==> config.mk <==
export PLATFORM = sky130hd
export DESIGN_NAME = perceptron_mac_sequencer_flat
export DESIGN_NICKNAME = d
export VERILOG_FILES = /design/src/rtl/perceptron_mac_sequencer_pkg.sv /design/src/rtl/perceptron_mac_sequencer_if.sv /design/src/rtl/perceptron_mac_sequencer_mac_unit.sv /design/src/rtl/perceptron_mac_sequencer.sv /design/src/flat_wrapper.sv
export SDC_FILE = /design/constraint.sdc
export NUM_CORES = 1
export LEC_CHECK = 0
export ABC_AREA = 1
export BUFFER_PORTS_ARGS = -buffer_cell sky130_fd_sc_hd__buf_2
export CAP_MARGIN = 10
export CELL_PAD_IN_SITES_DETAIL_PLACEMENT = 1
export CELL_PAD_IN_SITES_GLOBAL_PLACEMENT = 1
export CORE_AREA = 2 2 179 111
export DETAILED_ROUTE_END_ITERATION = 10
export DIE_AREA = 0 0 181 113
export HOLD_SLACK_MARGIN = 0.05
export PLACE_DENSITY_LB_ADDON = 0.1
export SYNTH_ARGS = -nofsm -noshare
export SYNTH_HDL_FRONTEND = slang
export SYNTH_SLANG_ARGS = --single-unit
==> constraint.sdc <==
create_clock -name clk -period 5.2 [get_ports clk]
set_input_delay 0.52 -clock clk [delete_from_list [all_inputs] [get_ports clk]]
set_output_delay 0.52 -clock clk [all_outputs]
set_load 0.05 [all_outputs]
==> src/rtl/perceptron_mac_sequencer_pkg.sv <==
// Shared types and activation rule for the perceptron datapath and its MAC sequencer.
// Latency: n/a (types, constants and a pure function only).
// Backpressure: n/a.
// Contents: default sizes, Act_Func encoding, FSM state enum, af_apply().
package perceptron_mac_sequencer_pkg;

  localparam int P_N_INPUTS = 3;
  localparam int P_DATA_W   = 8;
  // af_apply works on a wide signed value so any accumulator width fits;
  // callers sign-extend in and truncate back out.
  localparam int AF_W       = 64;

  typedef enum logic [1:0] {
    ReLU   = 2'd0,
    STEP   = 2'd1,
    LINEAR = 2'd2
  } Act_Func;

  typedef enum logic [1:0] {
    IDLE = 2'd0,
    MAC  = 2'd1,
    ACT  = 2'd2,
    DONE = 2'd3
  } seq_state_t;

  // Unknown encodings (2'd3) fall through to the identity.
  function automatic logic signed [AF_W-1:0] af_apply(
    input logic signed [AF_W-1:0] acc,
    input Act_Func                sel
  );
    logic signed [AF_W-1:0] res;
    logic                   neg;
    logic                   pos;
    neg = acc[AF_W-1];
    pos = !acc[AF_W-1] && (acc != '0);
    res = acc;
    case (sel)
      ReLU:    res = neg ? '0 : acc;
      STEP:    res = pos ? AF_W'(1) : '0;
      default: res = acc;
    endcase
    return res;
  endfunction

endpackage

==> src/rtl/perceptron_mac_sequencer_if.sv <==
// Operand/result bundle between layer scheduler, MAC sequencer and result collector.
// Latency: n/a (wiring only).
// Backpressure: in_valid/in_ready on the operand side, out_valid/out_ready on the result side.
// master = scheduler/collector side, slave = sequencer side; soft_clr and busy ride along.
interface perceptron_mac_sequencer_if
  import perceptron_mac_sequencer_pkg::*;
#(
  parameter int N_INPUTS = P_N_INPUTS,
  parameter int DATA_W   = P_DATA_W
);
  localparam int ACC_W = 2*DATA_W + $clog2(N_INPUTS+1);

  logic                         soft_clr;
  logic                         in_valid;
  logic                         in_ready;
  logic [N_INPUTS*DATA_W-1:0]   weights_in;
  logic [N_INPUTS*DATA_W-1:0]   values_in;
  logic signed [DATA_W-1:0]     bias_in;
  Act_Func                      activation;
  logic                         out_valid;
  logic                         out_ready;
  logic signed [ACC_W-1:0]      prediction;
  logic                         pred_bit;
  logic                         busy;

  modport master (
    output soft_clr, in_valid, weights_in, values_in, bias_in, activation, out_ready,
    input  in_ready, out_valid, prediction, pred_bit, busy
  );

  modport slave (
    input  soft_clr, in_valid, weights_in, values_in, bias_in, activation, out_ready,
    output in_ready, out_valid, prediction, pred_bit, busy
  );

endinterface

==> src/rtl/perceptron_mac_sequencer_mac_unit.sv <==
// One signed multiply-accumulate step: acc_o = acc_i + w_i*v_i.
// Latency: combinational.
// Backpressure: none.
// Ports: w_i/v_i signed operands, acc_i running sum, acc_o updated sum.
module perceptron_mac_sequencer_mac_unit #(
  parameter int DATA_W = 8,
  parameter int ACC_W  = 18
) (
  input  logic signed [DATA_W-1:0] w_i,
  input  logic signed [DATA_W-1:0] v_i,
  input  logic signed [ACC_W-1:0]  acc_i,
  output logic signed [ACC_W-1:0]  acc_o
);

  logic signed [2*DATA_W-1:0] prod;

  // Full-width signed product; the accumulator is wide enough that nothing wraps.
  assign prod  = (2*DATA_W)'(w_i) * (2*DATA_W)'(v_i);
  assign acc_o = acc_i + ACC_W'(prod);

endmodule

==> src/rtl/perceptron_mac_sequencer.sv <==
// Time-multiplexes one MAC over N_INPUTS weight/value pairs, adds bias, applies activation.
// Latency: out_valid rises N_INPUTS+1 cycles after accept; initiation interval N_INPUTS+2.
// Backpressure: in_ready only in IDLE; result held in DONE until out_ready; soft_clr aborts.
// Ports: clk, rst_n (async active-low), io (slave modport: operands in, result out, busy).
module perceptron_mac_sequencer
  import perceptron_mac_sequencer_pkg::*;
#(
  parameter int N_INPUTS = P_N_INPUTS,
  parameter int DATA_W   = P_DATA_W
) (
  input  logic                       clk,
  input  logic                       rst_n,
  perceptron_mac_sequencer_if.slave  io
);

  localparam int ACC_W = 2*DATA_W + $clog2(N_INPUTS+1);
  localparam int IDX_W = (N_INPUTS > 1) ? $clog2(N_INPUTS) : 1;
  localparam logic [IDX_W-1:0] IDX_LAST = IDX_W'(N_INPUTS-1);

  seq_state_t               state_q, state_d;
  logic                     accept, mac_step, act_load;

  logic signed [DATA_W-1:0] w_q [N_INPUTS];
  logic signed [DATA_W-1:0] v_q [N_INPUTS];
  Act_Func                  act_q;

  logic [IDX_W-1:0]         idx_q, idx_d;
  logic signed [ACC_W-1:0]  acc_q, acc_d;
  logic signed [ACC_W-1:0]  mac_acc;
  logic signed [ACC_W-1:0]  pred_q, pred_d;
  logic                     pred_bit_q, pred_bit_d;

  // ---------------- FSM ----------------
  always_ff @(posedge clk or negedge rst_n) begin
    if (!rst_n) state_q <= IDLE;
    else        state_q <= state_d;
  end

  always_comb begin
    state_d  = state_q;
    accept   = 1'b0;
    mac_step = 1'b0;
    act_load = 1'b0;
    // soft_clr overrides everything, including an IDLE accept and a DONE handshake.
    if (io.soft_clr) begin
      state_d = IDLE;
    end else begin
      case (state_q)
        IDLE: if (io.in_valid) begin
          accept  = 1'b1;
          state_d = MAC;
        end
        MAC: begin
          mac_step = 1'b1;
          if (idx_q == IDX_LAST) state_d = ACT;
        end
        ACT: begin
          act_load = 1'b1;
          state_d  = DONE;
        end
        DONE: if (io.out_ready) state_d = IDLE;
        default: state_d = IDLE;
      endcase
    end
  end

  // ---------------- Datapath ----------------
  perceptron_mac_sequencer_mac_unit #(
    .DATA_W (DATA_W),
    .ACC_W  (ACC_W)
  ) u_mac (
    .w_i   (w_q[idx_q]),
    .v_i   (v_q[idx_q]),
    .acc_i (acc_q),
    .acc_o (mac_acc)
  );

  always_comb begin
    acc_d      = acc_q;
    idx_d      = idx_q;
    pred_d     = pred_q;
    pred_bit_d = pred_bit_q;
    if (accept) begin
      // Bias seeds the accumulator so no extra add cycle is needed.
      acc_d = ACC_W'(io.bias_in);
      idx_d = '0;
    end else if (mac_step) begin
      acc_d = mac_acc;
      idx_d = idx_q + IDX_W'(1);
    end else if (act_load) begin
      pred_d     = ACC_W'(af_apply(AF_W'(acc_q), act_q));
      pred_bit_d = !acc_q[ACC_W-1] && (acc_q != '0);
    end
  end

  always_ff @(posedge clk or negedge rst_n) begin
    if (!rst_n) begin
      acc_q      <= '0;
      idx_q      <= '0;
      pred_q     <= '0;
      pred_bit_q <= 1'b0;
    end else begin
      acc_q      <= acc_d;
      idx_q      <= idx_d;
      pred_q     <= pred_d;
      pred_bit_q <= pred_bit_d;
    end
  end

  // Private operand copy: upstream may change its bus freely after accept.
  always_ff @(posedge clk or negedge rst_n) begin
    if (!rst_n) begin
      for (int i = 0; i < N_INPUTS; i++) begin
        w_q[i] <= '0;
        v_q[i] <= '0;
      end
      act_q <= ReLU;
    end else if (accept) begin
      for (int i = 0; i < N_INPUTS; i++) begin
        w_q[i] <= io.weights_in[i*DATA_W +: DATA_W];
        v_q[i] <= io.values_in[i*DATA_W +: DATA_W];
      end
      act_q <= io.activation;
    end
  end

  assign io.in_ready   = (state_q == IDLE);
  assign io.out_valid  = (state_q == DONE);
  assign io.busy       = (state_q != IDLE);
  assign io.prediction = pred_q;
  assign io.pred_bit   = pred_bit_q;

endmodule

==> src/flat_wrapper.sv <==
// flat-port wrapper written by rule: the top's interface ports become plain ports
module perceptron_mac_sequencer_flat import perceptron_mac_sequencer_pkg::*;
#(
  parameter int N_INPUTS = P_N_INPUTS,
  parameter int DATA_W   = P_DATA_W
)
  (clk, rst_n, io_soft_clr, io_in_valid, io_weights_in, io_values_in, io_bias_in, io_activation, io_out_ready, io_in_ready, io_out_valid, io_prediction, io_pred_bit, io_busy);
  perceptron_mac_sequencer_if #(.N_INPUTS(N_INPUTS), .DATA_W(DATA_W)) io_i ();
  input  logic clk;
  input  logic rst_n;
  input wire logic [$bits(io_i.soft_clr)-1:0] io_soft_clr;
  input wire logic [$bits(io_i.in_valid)-1:0] io_in_valid;
  input wire logic [$bits(io_i.weights_in)-1:0] io_weights_in;
  input wire logic [$bits(io_i.values_in)-1:0] io_values_in;
  input wire logic [$bits(io_i.bias_in)-1:0] io_bias_in;
  input wire logic [$bits(io_i.activation)-1:0] io_activation;
  input wire logic [$bits(io_i.out_ready)-1:0] io_out_ready;
  output wire logic [$bits(io_i.in_ready)-1:0] io_in_ready;
  output wire logic [$bits(io_i.out_valid)-1:0] io_out_valid;
  output wire logic [$bits(io_i.prediction)-1:0] io_prediction;
  output wire logic [$bits(io_i.pred_bit)-1:0] io_pred_bit;
  output wire logic [$bits(io_i.busy)-1:0] io_busy;
  assign io_i.soft_clr = io_soft_clr;
  assign io_i.in_valid = io_in_valid;
  assign io_i.weights_in = io_weights_in;
  assign io_i.values_in = io_values_in;
  assign io_i.bias_in = io_bias_in;
  assign io_i.activation = io_activation;
  assign io_i.out_ready = io_out_ready;
  assign io_in_ready = io_i.in_ready;
  assign io_out_valid = io_i.out_valid;
  assign io_prediction = io_i.prediction;
  assign io_pred_bit = io_i.pred_bit;
  assign io_busy = io_i.busy;
  perceptron_mac_sequencer #(.N_INPUTS(N_INPUTS), .DATA_W(DATA_W)) u_core (.clk(clk), .rst_n(rst_n), .io(io_i));
endmodule
# After elaboration in Yosys (flattened, before gate mapping)
# Cells that the tools add are included.
word_totals:
  register_bits: 91
  latch_bits: 0
  mem_bits_rw: 0
  mem_bits_ro: 0
  inputBits: 63
  out_inout_bits: 22
  elab_cells: 63
  memories: 0
classes:
  n_addsub: 2
  n_mul: 1
  n_div: 0
  magnitude_cmp: 1
  n_eq_ne: 8
  shifts: 0
  muxes: 25
  bitwise_logic: 3
  reduce_logical: 11
ops:
  columns: ["cell", "n"]
  rows:
  - ["$reduce_bool 64->1", 1]
  - ["$mux 18", 2]
  - ["$pmux 18 s2", 1]
  - ["$bmux 8 s2", 2]
  - ["$mux 8", 4]
  - ["$add 18x16->18", 1]
  - ["$reduce_bool 18->1", 1]
  - ["$mux 17", 1]
  - ["$mul 8x8->16", 1]
  - ["$mux 2", 6]
  - ["$mux 1", 8]
  - ["$pmux 2 s4", 1]
  - ["$eq 2x2->1 const B", 3]
  - ["$ne 3x3->1 const B", 2]
  - ["$reduce_and 3->1", 2]
  - ["$eq 2x1->1 const B", 2]
  - ["$logic_not 2->1", 2]
  - ["$reduce_bool 2->1", 2]
  - ["$ge 3x3->1 const B", 1]
  - ["$ne 3x2->1 const B", 1]
  - ["$not 2->3", 1]
  - ["$add 2x1->2 const B", 1]
  - ["$logic_and 1x1->1", 2]
  - ["$not 1->1", 2]
  - ["$logic_not 1->1", 1]

# Longest topological paths before layout
depth:
  depth_word: 8
  mapped_depth: 27
  ltp_nobuf: 26

# Hierarchy
# A second synthesis with hierarchy kept.
unflattened:
  cells_unflattened: 963
  hier_area_um2: 7773.7
modules_own_cells:
  columns: ["mod", "n_inst", "cells_each", "area_each_um2", "seq_area_each_um2"]
  rows:
  - ["perceptron_mac_sequencer", 1, 491, 4160.2, 2277.2]
  - ["perceptron_mac_sequencer_mac_unit", 1, 472, 3613.5, 0.0]

# Worst setup path after synthesis
# Ideal clock, no wire load.
synth_path:
  path_kind: "register to register"
  start: "register u_core.idx_q[0]"
  end: "register u_core.acc_q[17]"
  setup_ns: 0.121
  t_arrival_ns: 4.897
  t_required_ns: 5.079
  path_slack_ns: 0.182
  stages_incl_launch_ff: 22
  n_path_buf: 1
  period_less_slack_ns: 5.018
  cell_sequence: "dfrtp_1 -> buf_4 -> inv_2 -> nor2_1 -> o21ai_1 -> nand2_1 -> inv_1 -> fa_1 -> fa_1 -> fa_1 -> inv_1 -> fa_1 -> inv_1 -> ha_1 -> ha_1 -> inv_1 -> nor3_2 -> nand2_1 -> o21ai_0 -> nand2_1 -> nand3_1 -> a21oi_1"
synth_via:
  elab_chain_len: 8
  word_cells_on_any_way: 11
  classes_between: "1 x add/sub; 1 x mul; 8 x mux; 1 x bitwise"
synth_rtl:
  columns: ["element", "line_no", "source"]
  rows:
  - ["start, declared", "perceptron_mac_sequencer.sv:27", "logic [IDX_W-1:0] idx_q, idx_d;"]
  - ["start signal, assigned", "perceptron_mac_sequencer.sv:104", "idx_q <= idx_d;"]
  - ["$not 2->3 (not written as such) *", "perceptron_mac_sequencer.sv:72, perceptron_mac_sequencer.sv:73", null]
  - ["$bmux 8 s2, on equally long branches", "perceptron_mac_sequencer.sv:72, perceptron_mac_sequencer.sv:73", null]
  - ["$mux 8, on equally long branches (2 in series)", "perceptron_mac_sequencer.sv:72, perceptron_mac_sequencer.sv:73", null]
  - ["$mul 8x8->16 *", "perceptron_mac_sequencer_mac_unit.sv:18", "assign prod = (2*DATA_W)'(w_i) * (2*DATA_W)'(v_i);"]
  - ["$add 18x16->18 *", "perceptron_mac_sequencer_mac_unit.sv:19", "assign acc_o = acc_i + ACC_W'(prod);"]
  - ["$mux 18 *", "perceptron_mac_sequencer.sv:87", "end else if (mac_step) begin"]
  - ["$mux 18 *", "perceptron_mac_sequencer.sv:83", "if (accept) begin"]
  - ["end signal, assigned", "perceptron_mac_sequencer.sv:98", "acc_q <= '0;"]
  - ["end signal, assigned", "perceptron_mac_sequencer.sv:103", "acc_q <= acc_d;"]
  - ["end, declared", "perceptron_mac_sequencer.sv:28", "logic signed [ACC_W-1:0] acc_q, acc_d;"]
# Mark *: on every way between the ends. The rest lies on a longest branch, timed or not. The select of a mux whose other input is x is not followed.
# A chain may end at the register's enable or synchronous reset.

# Worst setup path in the final report
layout_path:
  start: "register u_core.idx_q[0]"
  end: "register u_core.acc_q[14]"
# The elaborated chain is that of the path after synthesis.

==> reports/results.ini <==
[outcome]
status=finished, final reports clean

[setup_path]
critPathKind=reg -> reg
worstSetupEndpointType=flip-flop
cp-start-kind=flip-flop
rr_startpoint=u_core.idx_q[0]$_DFFE_PN0N_
worstSetupStartpoint=u_core.idx_q[0]$_DFFE_PN0N_
required_ns=5.49
crit_top_cell=nand2_1
cpPeakStageDelay_ns=0.61
path_cells=nor2_4, buf_4, nand2_1, o21ai_1, nand2_1, fa_1, fa_1, inv_2, fa_1, fa_1, fa_2, ha_4, a21oi_2, nand2_2, nand2_1, nand3_2, nand2_1, nand2_1, nand2_1, nand3_1, a21oi_1
worstPathMaxFanout=6
slowest_stage=fa_2
cp.arrival_ns=5.45

[detailed_routing]
routedWlPerCell_um=16.91
drt_pass1_iterations=4
num_vias=6450
drc=0
ant_nets=0
totalWireLength_um=22170
first_iter_violations=355
via_per_inst=4.920

[sta]
fmax_ghz=0.1941
tightest_slew_ns=0.6330
rsz0062_at_grt=true
relSlewSlack=0.5780
min_period_over_period=0.9907
hold_viol=0
worst_slack_ns=0.04818
fin_crit_ns=5.152
finalClockSkew_ns=0.01498
slew_viol_final=0
setup_violations=0

[cts]
worst_skew_pair.late_latency_ns=0.36
cts_sinks=91
root_buffer=clkbuf_16
htreeDepth=3
clockBufferDepth=2
tritoncts=yes
cts.clk_slew.worst_paths_ns=0.08
numCtsBuffers=9

[placement]
preCtsSetupSlack_ns=-0.1320
place_congestion=0.8011
place_hpwl_um=17220
port_buffers=84

[flow_run]
cap_violations=0

[die]
row_count=39
core_sq_um=18740
dieHeight_um=113
die-area_sq_um=20450
start_util=0.4028
die_width_um=181
boundaryPins=85

[cells_and_area]
fin_nets=1250
final_common_cell=nand2_1
syn_to_final_growth_pct=23.77
drive_gt1_frac=0.2319
mostFrequentLayoutCells=302 x nand2_1, 158 x inv_1, 90 x dfrtp_1, 83 x buf_2, 76 x fa_1
num_antenna_cells=0
num-fill-cells=2287

[yosys]
ys_ff_latch=91
postSynthCellCount=926
ys_seq_area_frac=0.3017
syn_avg_cell_area_sq_um=8.150
synth_area_sq_um=7547
synth_top_flop_cell=dfrtp_1
yosysUniqueCellTypes=43
syn_nets=1116
synth_warnings=0
postSynth.asyncResetShare=1.000
synth_edf_count=0

[global_route]
grt-ovfl-total=0
grt_pass1_wl_um=36310
antenna_found_initial=0
grt_start_max_net_pins=51
track_usage=0.2271
first_global_vias=6853

[worst_hold_path]
min_path_type=in -> async

[cells by family (layout without fill, tap and decap cells)]
kind of cell | count (synthesis) | after routing | synth area share
and+or+nand+nor | 424 | 424 | 0.2289
buffers and inverters | 190 | 329 | 0.1001
adders and majority gates | 127 | 127 | 0.2901
AOI/OAI and AO/OA | 92 | 92 | 0.07676
DFF | 91 | 91 | 0.3017
xor gates and xnor gates | 2 | 2 | 0.002321
[critical path, delay by kind of cell, from the launching register on]
kind,cells,cell delay (ns)
simple gates,10,1.00
compound gates,3,0.46
fa+ha+maj,6,2.89
flops,1,0.47
buf+inv,2,0.25
[state kept, by name (all words and copies together) (netlist names)]
register / cells
u_core.idx_q: 2
u_core.io.pred_bit: 1
u_core.state_q: 2
u_core.io.prediction: 18
u_core.acc_q: 18
u_core.v_q: 24
u_core.w_q: 24
u_core.act_q: 2
[worst paths after layout]
| path | endpoint | slack (ns) | cells after the start |
|---|---|---|---|
| max | u_core.acc_q[14]$_DFFE_PN0N_ | 0.05 | 21 |
| min reg2reg | u_core.v_q[17]$_DFFE_PN0P_ | 0.48 | 2 |
| max reg2reg | u_core.acc_q[14]$_DFFE_PN0N_ | 0.05 | 21 |
| min in group clk | u_core.w_q[7]$_DFFE_PN0P_ | 0.35 | 3 |
| min | u_core.w_q[7]$_DFFE_PN0P_ | 0.14 | 1 |
| max in group asynchronous | u_core.w_q[12]$_DFFE_PN0P_ | 4.00 | 2 |
[what timing repair did]
item / CTS / global route
buffers inserted: 5 / 9
pin swaps: 7 / 33
resized for setup: 26 / 74
hold buffers: 0 / 0
endpoints found under the setup margin: 9 / 10
endpoints found under the hold margin: 0 / 0
cloned: 0 / 1
[routing by layer]
metal,routed length (um),vias up,GRT usage
li1,-,3111,-
met1,11960,3194,0.3604
met2,9125,126,0.3287
met3,834,19,0.03379
met4,246,0,0.04282
met5,0,-,0
[area by class of cell]
cell class                      count  area [sq um]  share of cell area
Sequential cell                    91          2278              0.2439
Timing Repair Buffer              146         958.4              0.1026
Tap cell                          246         307.8             0.03295
Multi-Input combinational cell    645          4848              0.5190
Inverter                          167         631.9             0.06764
Clock buffer                        9         225.2             0.02411
Clock inverter                      7         91.34            0.009778
[metrics by stage]
step | hold WS, ns | instances | util | area (sq um) | TNS, ns
5_1_grt | 0.1656 | 1311 | 0.4985 | 9341 | -1.078
2_1_floorplan | 0.2244 | 926 | - | 7547 | 0
4_1_cts | 0.1389 | 1302 | 0.4792 | 8980 | 0
3_3_place_gp | 0.4617 | 1281 | 0.4556 | 8537 | -0.07766
3_5_place_dp | 0.4667 | 1281 | 0.4556 | 8537 | -0.7865
6_report | 0.1399 | 1311 | 0.4985 | 9341 | 0
[synth_stat cells (2+ instances only)]
master / instances / area (sq um)
o21ai_0: 37 / 185.2
nand2_1: 314 / 1179
clkbuf_1: 7 / 26.28
buf_2: 4 / 20.02
o21ai_2: 10 / 87.58
inv_2: 4 / 15.01
nor4_1: 2 / 12.51
dfrtp_1: 91 / 2277
nand4_1: 3 / 18.77
buf_6: 2 / 22.52
o21bai_1: 2 / 15.01
o21ai_1: 4 / 20.02
inv_1: 162 / 608.1
ha_1: 47 / 588.1
fa_1: 80 / 1602
buf_4: 5 / 37.54
a22oi_1: 7 / 52.55
nor3_1: 4 / 20.02
a21oi_1: 16 / 80.08
o31ai_1: 9 / 67.56
nor2_1: 48 / 180.2
xnor2_1: 2 / 17.52
nand3_1: 42 / 210.2
buf_1: 4 / 15.01
or2_2: 2 / 12.51
Power is left out: the tool's default activity adds up to more than one toggle a clock period on the data nets, which glitch-free logic cannot reach.
